===== config.mk =====
export PLATFORM = sky130hd
export DESIGN_NAME = mux_rr_sequencer
export DESIGN_NICKNAME = d
export VERILOG_FILES = /design/src/rtl/mux_rr_sequencer.sv
export SDC_FILE = /design/constraint.sdc
export NUM_CORES = 1
export LEC_CHECK = 0
export CAP_MARGIN = 0
export CORE_MARGIN = 2
export CORE_UTILIZATION = 50
export DETAILED_ROUTE_END_ITERATION = 6
export GPL_ROUTABILITY_DRIVEN = 0
export PLACE_DENSITY = 0.83
export SYNTH_ARGS = -nofsm -noshare
export SYNTH_HDL_FRONTEND = slang
export SYNTH_SLANG_ARGS = --single-unit

===== constraint.sdc =====
create_clock -name clk -period 2.1 [get_ports clk]
set_input_delay 0.525 -clock clk [delete_from_list [all_inputs] [get_ports clk]]
set_output_delay 0.525 -clock clk [all_outputs]
set_load 0.01 [all_outputs]

===== src/rtl/mux_rr_sequencer.sv =====
// Round-robin burst sequencer that drives the chip select and select lines of the 3-input mux.
// Defining MUX_SEQ_PARK_EN makes the mux park on the last-granted source while idle.
module mux_rr_sequencer #(
  parameter int BURST_LEN = 4,
  parameter int CNT_W     = 8
) (
  input  logic       clk,
  input  logic       nReset,
  input  logic       en,
  input  logic [2:0] req,
  output logic       cs,
  output logic [1:0] sel,
  output logic [2:0] gnt,
  output logic       busy,
  output logic       burst_done
);

  typedef enum logic {IDLE = 1'b0, HOLD = 1'b1} state_t;

  localparam logic [CNT_W-1:0] RELOAD = CNT_W'(BURST_LEN - 1);

  state_t           state, state_nx;
  logic [CNT_W-1:0] cnt, cnt_nx;
  logic [1:0]       last, last_nx, base, win, sel_nx;
  logic [1:0]       c0, c1, c2;
  logic             arb, cs_nx, busy_nx, done_nx;
  logic [2:0]       gnt_nx;

  function automatic logic [1:0] next_idx(input logic [1:0] i);
    return (i == 2'd2) ? 2'd0 : i + 2'd1;
  endfunction

  function automatic logic req_at(input logic [2:0] r, input logic [1:0] i);
    case (i)
      2'd0:    return r[0];
      2'd1:    return r[1];
      default: return r[2];
    endcase
  endfunction

  function automatic logic [2:0] onehot(input logic [1:0] i);
    case (i)
      2'd0:    return 3'b001;
      2'd1:    return 3'b010;
      default: return 3'b100;
    endcase
  endfunction

  // A completing burst arbitrates against its own source, not the stale last.
  always_comb begin
    base = (state == HOLD && cnt == '0) ? sel : last;
    c0   = next_idx(base);
    c1   = next_idx(c0);
    c2   = next_idx(c1);
    if (req_at(req, c0))      win = c0;
    else if (req_at(req, c1)) win = c1;
    else                      win = c2;
  end

  always_comb begin
    state_nx = state;
    cnt_nx   = cnt;
    last_nx  = last;
    sel_nx   = sel;
    arb      = 1'b0;
    case (state)
      IDLE: arb = en && (|req);
      HOLD: begin
        if (cnt == '0) begin
          last_nx = sel;
          arb     = en && (|req);
          if (!arb) state_nx = IDLE;
        end else if (!req_at(req, sel)) begin
          last_nx  = sel;
          state_nx = IDLE;
        end else begin
          cnt_nx = cnt - CNT_W'(1);
        end
      end
      default: state_nx = IDLE;
    endcase
    if (arb) begin
      state_nx = HOLD;
      cnt_nx   = RELOAD;
      sel_nx   = win;
    end
    if (state_nx == IDLE) cnt_nx = '0;

    // Outputs are precomputed from the next state so they leave flops directly.
    if (state_nx == HOLD) begin
      cs_nx   = 1'b1;
      busy_nx = 1'b1;
      gnt_nx  = onehot(sel_nx);
      done_nx = (cnt_nx == '0);
    end else begin
      busy_nx = 1'b0;
      gnt_nx  = 3'b000;
      done_nx = 1'b0;
`ifdef MUX_SEQ_PARK_EN
      cs_nx   = 1'b1;
      sel_nx  = last_nx;
`else
      cs_nx   = 1'b0;
      sel_nx  = 2'b00;
`endif
    end
  end

  always_ff @(posedge clk or negedge nReset) begin
    if (!nReset) begin
      state      <= IDLE;
      cnt        <= '0;
      last       <= 2'd2;
      cs         <= 1'b0;
      sel        <= 2'b00;
      gnt        <= 3'b000;
      busy       <= 1'b0;
      burst_done <= 1'b0;
    end else begin
      state      <= state_nx;
      cnt        <= cnt_nx;
      last       <= last_nx;
      cs         <= cs_nx;
      sel        <= sel_nx;
      gnt        <= gnt_nx;
      busy       <= busy_nx;
      burst_done <= done_nx;
    end
  end

endmodule

Yosys cells after proc, flatten, opt, wreduce, memory -nomap -nowiden --
Index checks and enable logic that the tools add are counted.
Operators by class: reduce and logical (&&, ||, !) cells 10, shift operators 0, bitwise logic cells 1, add/sub/neg operators 4, equality and inequality tests 8, $lt $le $gt $ge 0, muxes and demuxes 32, divide/modulo/power cells 0, $mul 0
Operators with widths (count):
- 8-bit 2-to-1 mux | 5
- 2-bit 2-to-1 mux | 10
- 8-bit logical NOT | 2
- 1-bit 2-to-1 mux | 11
- 2-bit by 1-bit equality test with 1-bit output, second input constant | 4
- 2-bit logical NOT | 4
- 1-bit case mux with 2 select lines | 4
- 8-bit by 1-bit subtractor with 8-bit output, second input constant | 1
- 2-bit by 1-bit adder with 2-bit output, second input constant | 3
- 2-bit equality test, second input constant | 3
- 3-bit case mux with 2 select lines | 1
- 3-bit 2-to-1 mux | 1
- 3-bit OR reduction | 1
- 1-bit logical AND | 2
- 2-bit != test, second input constant | 1
- 2-bit AND reduction | 1
- 1-bit inverter | 1
Word-level totals: memories kept 0, output and inout port bits 8, memory bits (read-only) 0, bits in registers 18, RAM bits 0, latch bits 0

Logic depth before layout (Yosys ltp) --
Gate-level depths: netlist of run 1.
word-level depth 16, gate-level depth with buffers 7, mapped depth without buffers 7

Worst setup path after synthesis of run 1 --
OpenSTA, ideal clock, no wires.
path kind register to register, from register cnt[0], to register gnt[0], setup time 0.092 ns, path buffers 0, path slack 0.309 ns, stages on the path, launching flop included 7, data arrival time 1.700 ns, data required time 2.008 ns, path through dfrtp_1 inv_1 ha_1 nand2b_1 or4_4 a21o_4 o31ai_2
On the way: longest elaborated chain between the ends 16, elaborated cells between the ends (all ways) 31, classes of those cells add/sub (3); eq/ne (6); mux (17); reduce/logical (5)
Ends and longest elaborated chain:
- start: declaration | RTL line 23 | logic [CNT_W-1:0] cnt, cnt_nx;
- start signal: assignment | RTL line 121 | cnt <= cnt_nx;
- 8-bit logical NOT (*) | RTL line 51, 69
- 1-bit logical AND | RTL line 51 | base = (state == HOLD && cnt == '0) ? sel : last;
- 2-bit 2-to-1 mux | RTL line 51
- 2-bit by 1-bit adder with 2-bit output / 2-bit equality test (equally long branches) | RTL line 30 | return (i == 2'd2) ? 2'd0 : i + 2'd1;
- 2-bit 2-to-1 mux | RTL line 30
- 2-bit by 1-bit adder with 2-bit output / 2-bit equality test (equally long branches) | RTL line 30
- 2-bit 2-to-1 mux | RTL line 30
- 2-bit by 1-bit equality test with 1-bit output / 2-bit logical NOT (equally long branches) | RTL line 34 | case (i)
- 1-bit case mux with 2 select lines | RTL line 34
- 1-bit 2-to-1 mux | RTL line 55 | if (req_at(req, c0)) win = c0;
- 2-bit 2-to-1 mux | RTL line 56 | else if (req_at(req, c1)) win = c1;
- 2-bit 2-to-1 mux | RTL line 55
- 2-bit 2-to-1 mux | RTL line 82 | if (arb) begin
- 2-bit by 1-bit equality test with 1-bit output / 2-bit logical NOT (equally long branches) | RTL line 42 | case (i)
- 3-bit case mux with 2 select lines | RTL line 42
- 3-bit 2-to-1 mux (*) | RTL line 90 | if (state_nx == HOLD) begin
- net gnt_nx[0] | RTL line 27 | logic [2:0] gnt_nx;
- end signal: assignment | RTL line 125 | gnt <= gnt_nx;
- end: declaration | RTL line 13 | output logic [2:0] gnt,
The timed path passes the listed nets; every way through them passes the cells marked *. The select of a mux whose other input is x is not followed. A chain may end at the register's enable or synchronous reset.

Worst setup path after layout of run 1 --
Ends and elaborated chain as after synthesis.

==> run metrics, run 1 <==
outcome complete, no violations; RR Startpoint cnt[0]; final hold violations 0; Worst Setup EP gnt[0]; period utilization 0.970; clk buf depth 2; area growth from synthesis to final layout 23.3%; FILL cells 136; VDD IR max 0.916 mV; Worst R2R End gnt[0]; Worst Setup End Kind flop; Comb pwr share 0.575; Vias/cell 5.58; synth unique cells 36; sequential share of power 0.329; flop-to-flop setup slack 0.06 ns; TritonCTS buffer count 3; internal power 1.08 mW; Core ar. 1780 um^2; Worst-path clk slew 0.10 ns; depth of the CTS H-tree 1; Sw Share 0.426; first-pass GRT wire length 3190 um; Remaining DRCs 0; P_sw 0.798 mW; CTS Sinks 17; Worst Setup Start Kind flop; critical path required time 2.30 ns; CP Class flop to flop; Max transition margin 0.671; Ys Warns 0; vias in the first global route 762; fin area 1200 um^2; clock latency on the worst-skew pair 0.30 ns; global route total overflow 0; gr usage total 0.200; top cells by area, synth dfrtp_1 (41%), nor2_1 (5.0%), mux2i_1 (4.1%); peak fanout along the critical path 7; worst hold path class flop to flop; die area 2310 um^2; ratio of cells with drive above 1 in the final layout 0.148; Tmin final 2.04 ns; area share of the largest cell type after synthesis 0.412; Mapped Area 971 um^2; launch point of the critical path cnt[0]; Die Wd 48.1 um; Yosys reg bits 17; Antenna Nets Post-Route 0; Post-DP Area 1160 um^2; hold slack 0.536 ns; I/O pins 14; via count 820; fmax 491 MHz; DPL Wire Length 1540 um; max-capacitance violation count 0; CTS tree built; Gate Count Post-Synth 102; Clock Root Buffer clkbuf_4; CTS-repair resized insts 0; number of I/O port buffers 13; initial core utilization 0.545; fin. max-slew vios 0; CTS Hold Bufs 0; Final #Nets 130; Fin Setup TNS 0 ns; r2r worst-path depth 6; Synth Area per Inst 9.52 um^2; RSZ-0062 raised after global routing false; post-synth top area cell dfrtp_1; Post-Route WL 2010 um; Max Clock Skew 0.00933 ns; 1st-pass router iterations 5; Post-CTS Setup Bufs 0; Clock power frac 0.096; multi-input logic area 519 um^2; PD cells 1570 nW/um^2; wire per inst 13.7 um; syn nets 109; register area share after synthesis 0.439; initial antenna violation count 0; final setup vio count 0; num rows 15; WP data arrival 2.23 ns; LEAKAGE 0.520 nW; die height 48.1 um; register area 427 um^2; Detailed Route Iter0 Violations 24; largest net degree at the start of global routing 15; # diodes 0; Worst-Margin Slew 0.492 ns
## synthesized netlist by cell type
master,n
dfrtp_1,16
nor2_1,13
o21ai_0,7
nand2_1,6
a21oi_1,4
inv_1,4
mux2i_1,4
nand2b_1,4
nor2b_1,4
a22o_1,3
mux2_2,3
nor3_1,3
xnor2_1,3
a21boi_0,2
clkbuf_1,2
nand3_1,2
o31ai_1,2
or3_1,2
a21o_1,1
a21o_4,1
a22oi_1,1
buf_4,1
clkinv_1,1
dfstp_2,1
ha_1,1
nand3b_1,1
nand4b_1,1
nor4_1,1
nor4_2,1
o211ai_1,1
o21ai_1,1
o22ai_1,1
o31ai_2,1
or3_4,1
or4_4,1
xor2_1,1
## worst max-delay path, stage by stage (launching register included)
cell,delay (ns)
dfrtp_1,0.42
inv_1,0.07
ha_1,0.21
nand2b_1,0.18
or4_4,0.54
a21o_4,0.26
o31ai_2,0.26
## worst min path at each step
stage          startpoint          to  slack (ns)  cells past startpoint
2_1_floorplan      nReset  burst_done        0.23                      0
3_3_place_gp      last[0]     last[0]        0.49                      2
3_5_place_dp      last[0]     last[0]        0.52                      2
4_1_cts            cnt[0]      cnt[0]        0.55                      1
5_1_grt            nReset  burst_done        0.58                      1
6_report          last[0]     last[0]        0.54                      2
## cell type report
| class | count | area share |
|---|---|---|
| multi-input cells | 77 | 0.434 |
| flip-flops and latches | 17 | 0.356 |
| repair buffers | 19 | 0.146 |
| well taps | 25 | 0.0261 |
| clock buffers | 4 | 0.0219 |
| inverters | 5 | 0.0157 |
## state kept, by name, indices dropped and copies added, names as in the netlist
register	cells
busy	1
sel	2
burst_done	1
last	2
gnt	3
cnt	8
## layout by cell type (no fill, tap or decap), types with 2 or more instances in the layout
master	n
mux2_2	3
nand2b_1	4
a22o_1	3
a21boi_0	2
dfrtp_1	16
inv_1	4
o31ai_1	2
clkdlybuf4s50_1	13
nor2_1	13
nand3_1	2
or3_1	2
nor3_1	3
clkbuf_4	3
mux2i_1	4
a21oi_1	4
nor2b_1	4
xnor2_1	3
buf_4	6
nand2_1	6
o21ai_0	7
## stage by stage
stage | power [mW] | util | std cells | setup slack, ns
2_1_floorplan | 1.33 | - | 102 | 0.309
3_3_place_gp | 1.63 | 0.652 | 143 | 0.0708
3_5_place_dp | 1.66 | 0.652 | 143 | 0.0620
4_1_cts | 1.84 | 0.667 | 147 | 0.0870
5_1_grt | 2.02 | 0.672 | 147 | 0.0000533
6_report | 1.87 | 0.672 | 147 | 0.0622
## routing by layer
| metal | GRT usage | wire length (um) |
|---|---|---|
| met1 | 0.287 | 976 |
| met2 | 0.296 | 924 |
| met3 | 0.0226 | 80 |
| met4 | 0.103 | 29 |
| met5 | 0 | 0 |
## kinds of logic (layout without fill, tap and decap cells)
kind of cell,after synthesis,after routing,synth area share
xor+xnor,4,4,0.0361
flops,17,17,0.439
simple gates,40,40,0.223
fa+ha+maj,1,1,0.0129
buf+inv,8,28,0.0348
compound gates,25,25,0.178
mux,7,7,0.0760
## power groups by stage
stage	Clock (mW)	Combinational (mW)	Sequential (mW)
2_1_floorplan	0	0.757	0.575
3_3_place_gp	0	1.02	0.608
3_5_place_dp	0	1.04	0.615
4_1_cts	0.182	1.05	0.608
5_1_grt	0.192	1.18	0.642
6_report	0.180	1.08	0.617
Note: power is estimated with default switching activity, not from simulation.
==> run 2: changes to the inputs <==
--- a/config.mk
+++ b/config.mk
@@ -5,7 +5,7 @@
 export SDC_FILE = /design/constraint.sdc
 export NUM_CORES = 1
 export LEC_CHECK = 0
-export CAP_MARGIN = 0
+export CAP_MARGIN = 25
 export CORE_MARGIN = 2
 export CORE_UTILIZATION = 50
 export DETAILED_ROUTE_END_ITERATION = 6
==> constraint.sdc (replaced) <==
create_clock -name clk -period 2.35 [get_ports clk]
set_input_delay 0.5875 -clock clk [delete_from_list [all_inputs] [get_ports clk]]
set_output_delay 0.5875 -clock clk [all_outputs]
set_load 0.01 [all_outputs]
==> run 2 against run 1 <==
Effect of this change:
- final cell count decreased by 0.68%
- die area stayed put
- critical path depth is 5 lower
- cell area decreased by 1.4%
- clock power decreased by 16%
- routed wire length grew 5.2%
- first-iteration DRC count grew 29%
- critical path type is now flop to output port
- largest cell class unchanged
==> run metrics, run 2 (synthesis gave the netlist of run 1 again) <==
fin area 1180 um^2 (-1.4%); register area 427 um^2 (unchanged); Worst Min Path Start last[0]; 1st-pass router iterations 4 (-1); period utilization 0.885; Comb pwr share 0.571 (-0.004); number of I/O port buffers 13 (unchanged); # diodes 0 (unchanged); peak fanout along the critical path 14 (+7); final setup vio count 0 (unchanged); wire per inst 14.5 um (+5.9%); max-capacitance violation count 0 (unchanged); RSZ-0062 raised after global routing false; Post-CTS Setup Bufs 0 (unchanged); Detailed Route Iter0 Violations 31 (+29%); Fin Setup TNS 0 ns (unchanged); Core ar. 1780 um^2 (unchanged); clock latency on the worst-skew pair 0.29 ns (about the same); fmax 481 MHz; Max transition margin 0.727 (+0.0557); depth of the CTS H-tree 1 (unchanged); DPL Wire Length 1610 um (+4.1%); r2r worst-path depth 6 (unchanged); Worst Setup End Kind output port; worst path bufs/invs 1 (unchanged); gr usage total 0.231 (+0.0309); clk buf depth 2 (unchanged); I/O pins 14 (unchanged); WP data arrival 1.49 ns (-0.74 ns); global route total overflow 0 (unchanged); fin. max-slew vios 0 (unchanged); CTS-repair resized insts 0 (unchanged); Max Clock Skew 0.00548 ns (-0.00385 ns); multi-input logic area 510 um^2 (-1.7%); Remaining DRCs 0 (unchanged); internal power 0.937 mW (-13%); TritonCTS buffer count 3 (unchanged); max reg flops 8 (unchanged); FILL cells 147 (+8.1%); final hold violations 0 (unchanged); LEAKAGE 0.514 nW (-1.2%); Final #Nets 129 (-0.77%); worst hold path class flop to flop; Post-Route WL 2120 um (+5.2%); CP Class flop to output port; die area 2310 um^2 (unchanged); critical path required time 1.76 ns (-0.54 ns); Clock Root Buffer clkbuf_4; Die Wd 48.1 um (unchanged); VDD IR max 0.822 mV (-10%); Antenna Nets Post-Route 0 (unchanged); Sw Share 0.427 (+0.00104); outcome complete, no violations; commonest non-fill, non-tap cell in the layout dfrtp_1; ratio of cells with drive above 1 in the final layout 0.140 (-0.00705); die height 48.1 um (unchanged); RR Startpoint cnt[0]; flop-to-flop setup slack 0.35 ns (+0.29 ns); initial core utilization 0.545 (unchanged); Worst R2R End gnt[0]; final core utilization 0.662 (-0.00912); Top Family by Delay on Critical Path buffers and inverters; first-pass GRT wire length 3660 um (+15%); Worst Setup EP sel[1]; sequential share of power 0.336 (+0.007); worst-path cell chain clkdlybuf4s50_1; CTS Hold Bufs 0 (unchanged); CTS tree built; cell depth of the worst setup path 1 (-5); vias in the first global route 821 (+7.7%); Clock power frac 0.093 (-0.003); Tmin final 2.08 ns; area growth from synthesis to final layout 21.6%; biggest regs cnt x8, gnt x3; Vias/cell 5.81 (+4.1%); largest net degree at the start of global routing 18 (+3); P_sw 0.697 mW (-13%); Worst Setup Start Kind flop; Top reg by flops cnt; CTS Sinks 17 (unchanged); Post-DP Area 1150 um^2 (-0.65%); most frequent cells in the layout dfrtp_1 (16), nor2_1 (13), clkdlybuf4s50_1 (13), o21ai_0 (7), nand2_1 (6); num rows 15 (unchanged); CP max-delay cell clkdlybuf4s50_1; total power 1.63 mW (-13%); initial antenna violation count 0 (unchanged); Worst-path clk slew 0.09 ns (about the same); Worst-Margin Slew 0.407 ns (-0.0851 ns); via count 848 (+3.4%); launch point of the critical path sel[1]; PD cells 1380 nW/um^2 (-12%); Largest stage delay, worst path 0.61 ns (+0.07 ns)
-- run 2: cell types whose count changed in the layout (fill, tap and decap cells not counted), sizes merged --
| cell | before | now |
|---|---|---|
| buf | 6 | 5 |
-- run 2: worst min-delay path by stage --
stage | endpoint | slack [ns] | cells past startpoint
6_report | last[0] | 0.55 | 2
5_1_grt | cnt[0] | 0.59 | 1
4_1_cts | last[0] | 0.54 | 2
3_5_place_dp | last[0] | 0.52 | 2
3_3_place_gp | last[0] | 0.52 | 2
2_1_floorplan | burst_done | 0.29 | 0
-- run 2: final cells by class --
class / instances / share of cell area
well taps: 25 / 0.0265
inverters: 5 / 0.0159
clock buffers: 4 / 0.0222
repair buffers: 18 / 0.142
flip-flops and latches: 17 / 0.361
multi-input cells: 77 / 0.432
-- run 2: per-stage QoR --
stage,cells,setup WS (ns),hold slack (ns)
3_5_place_dp,142,0.234,0.523
3_3_place_gp,142,0.266,0.521
2_1_floorplan,102,0.559,0.292
4_1_cts,146,0.255,0.544
6_report,146,0.271,0.546
5_1_grt,146,0.175,0.591
-- run 2: power by group through the flow --
| stage | Combinational, mW | Clock, mW | Sequential [mW] |
|---|---|---|---|
| 2_1_floorplan | 0.677 | 0 | 0.514 |
| 3_3_place_gp | 0.889 | 0 | 0.546 |
| 3_5_place_dp | 0.921 | 0 | 0.554 |
| 4_1_cts | 0.930 | 0.160 | 0.547 |
| 5_1_grt | 1.04 | 0.180 | 0.570 |
| 6_report | 0.933 | 0.152 | 0.549 |
-- run 2: routing by layer --
metal	part of all wire	global-route usage	wire, um
met5	0	0	0
met3	0.037	0.0453	78
met2	0.49	0.365	1040
met4	0.013	0.0919	27
met1	0.46	0.310	970
-- run 2: worst reg2reg max path, delay by kind of cell (launching register included) --
family,cells,cell delay [ns]
compound gates,2,0.53
flops,1,0.42
buf+inv,1,0.07
fa+ha+maj,1,0.19
simple gates,2,0.69
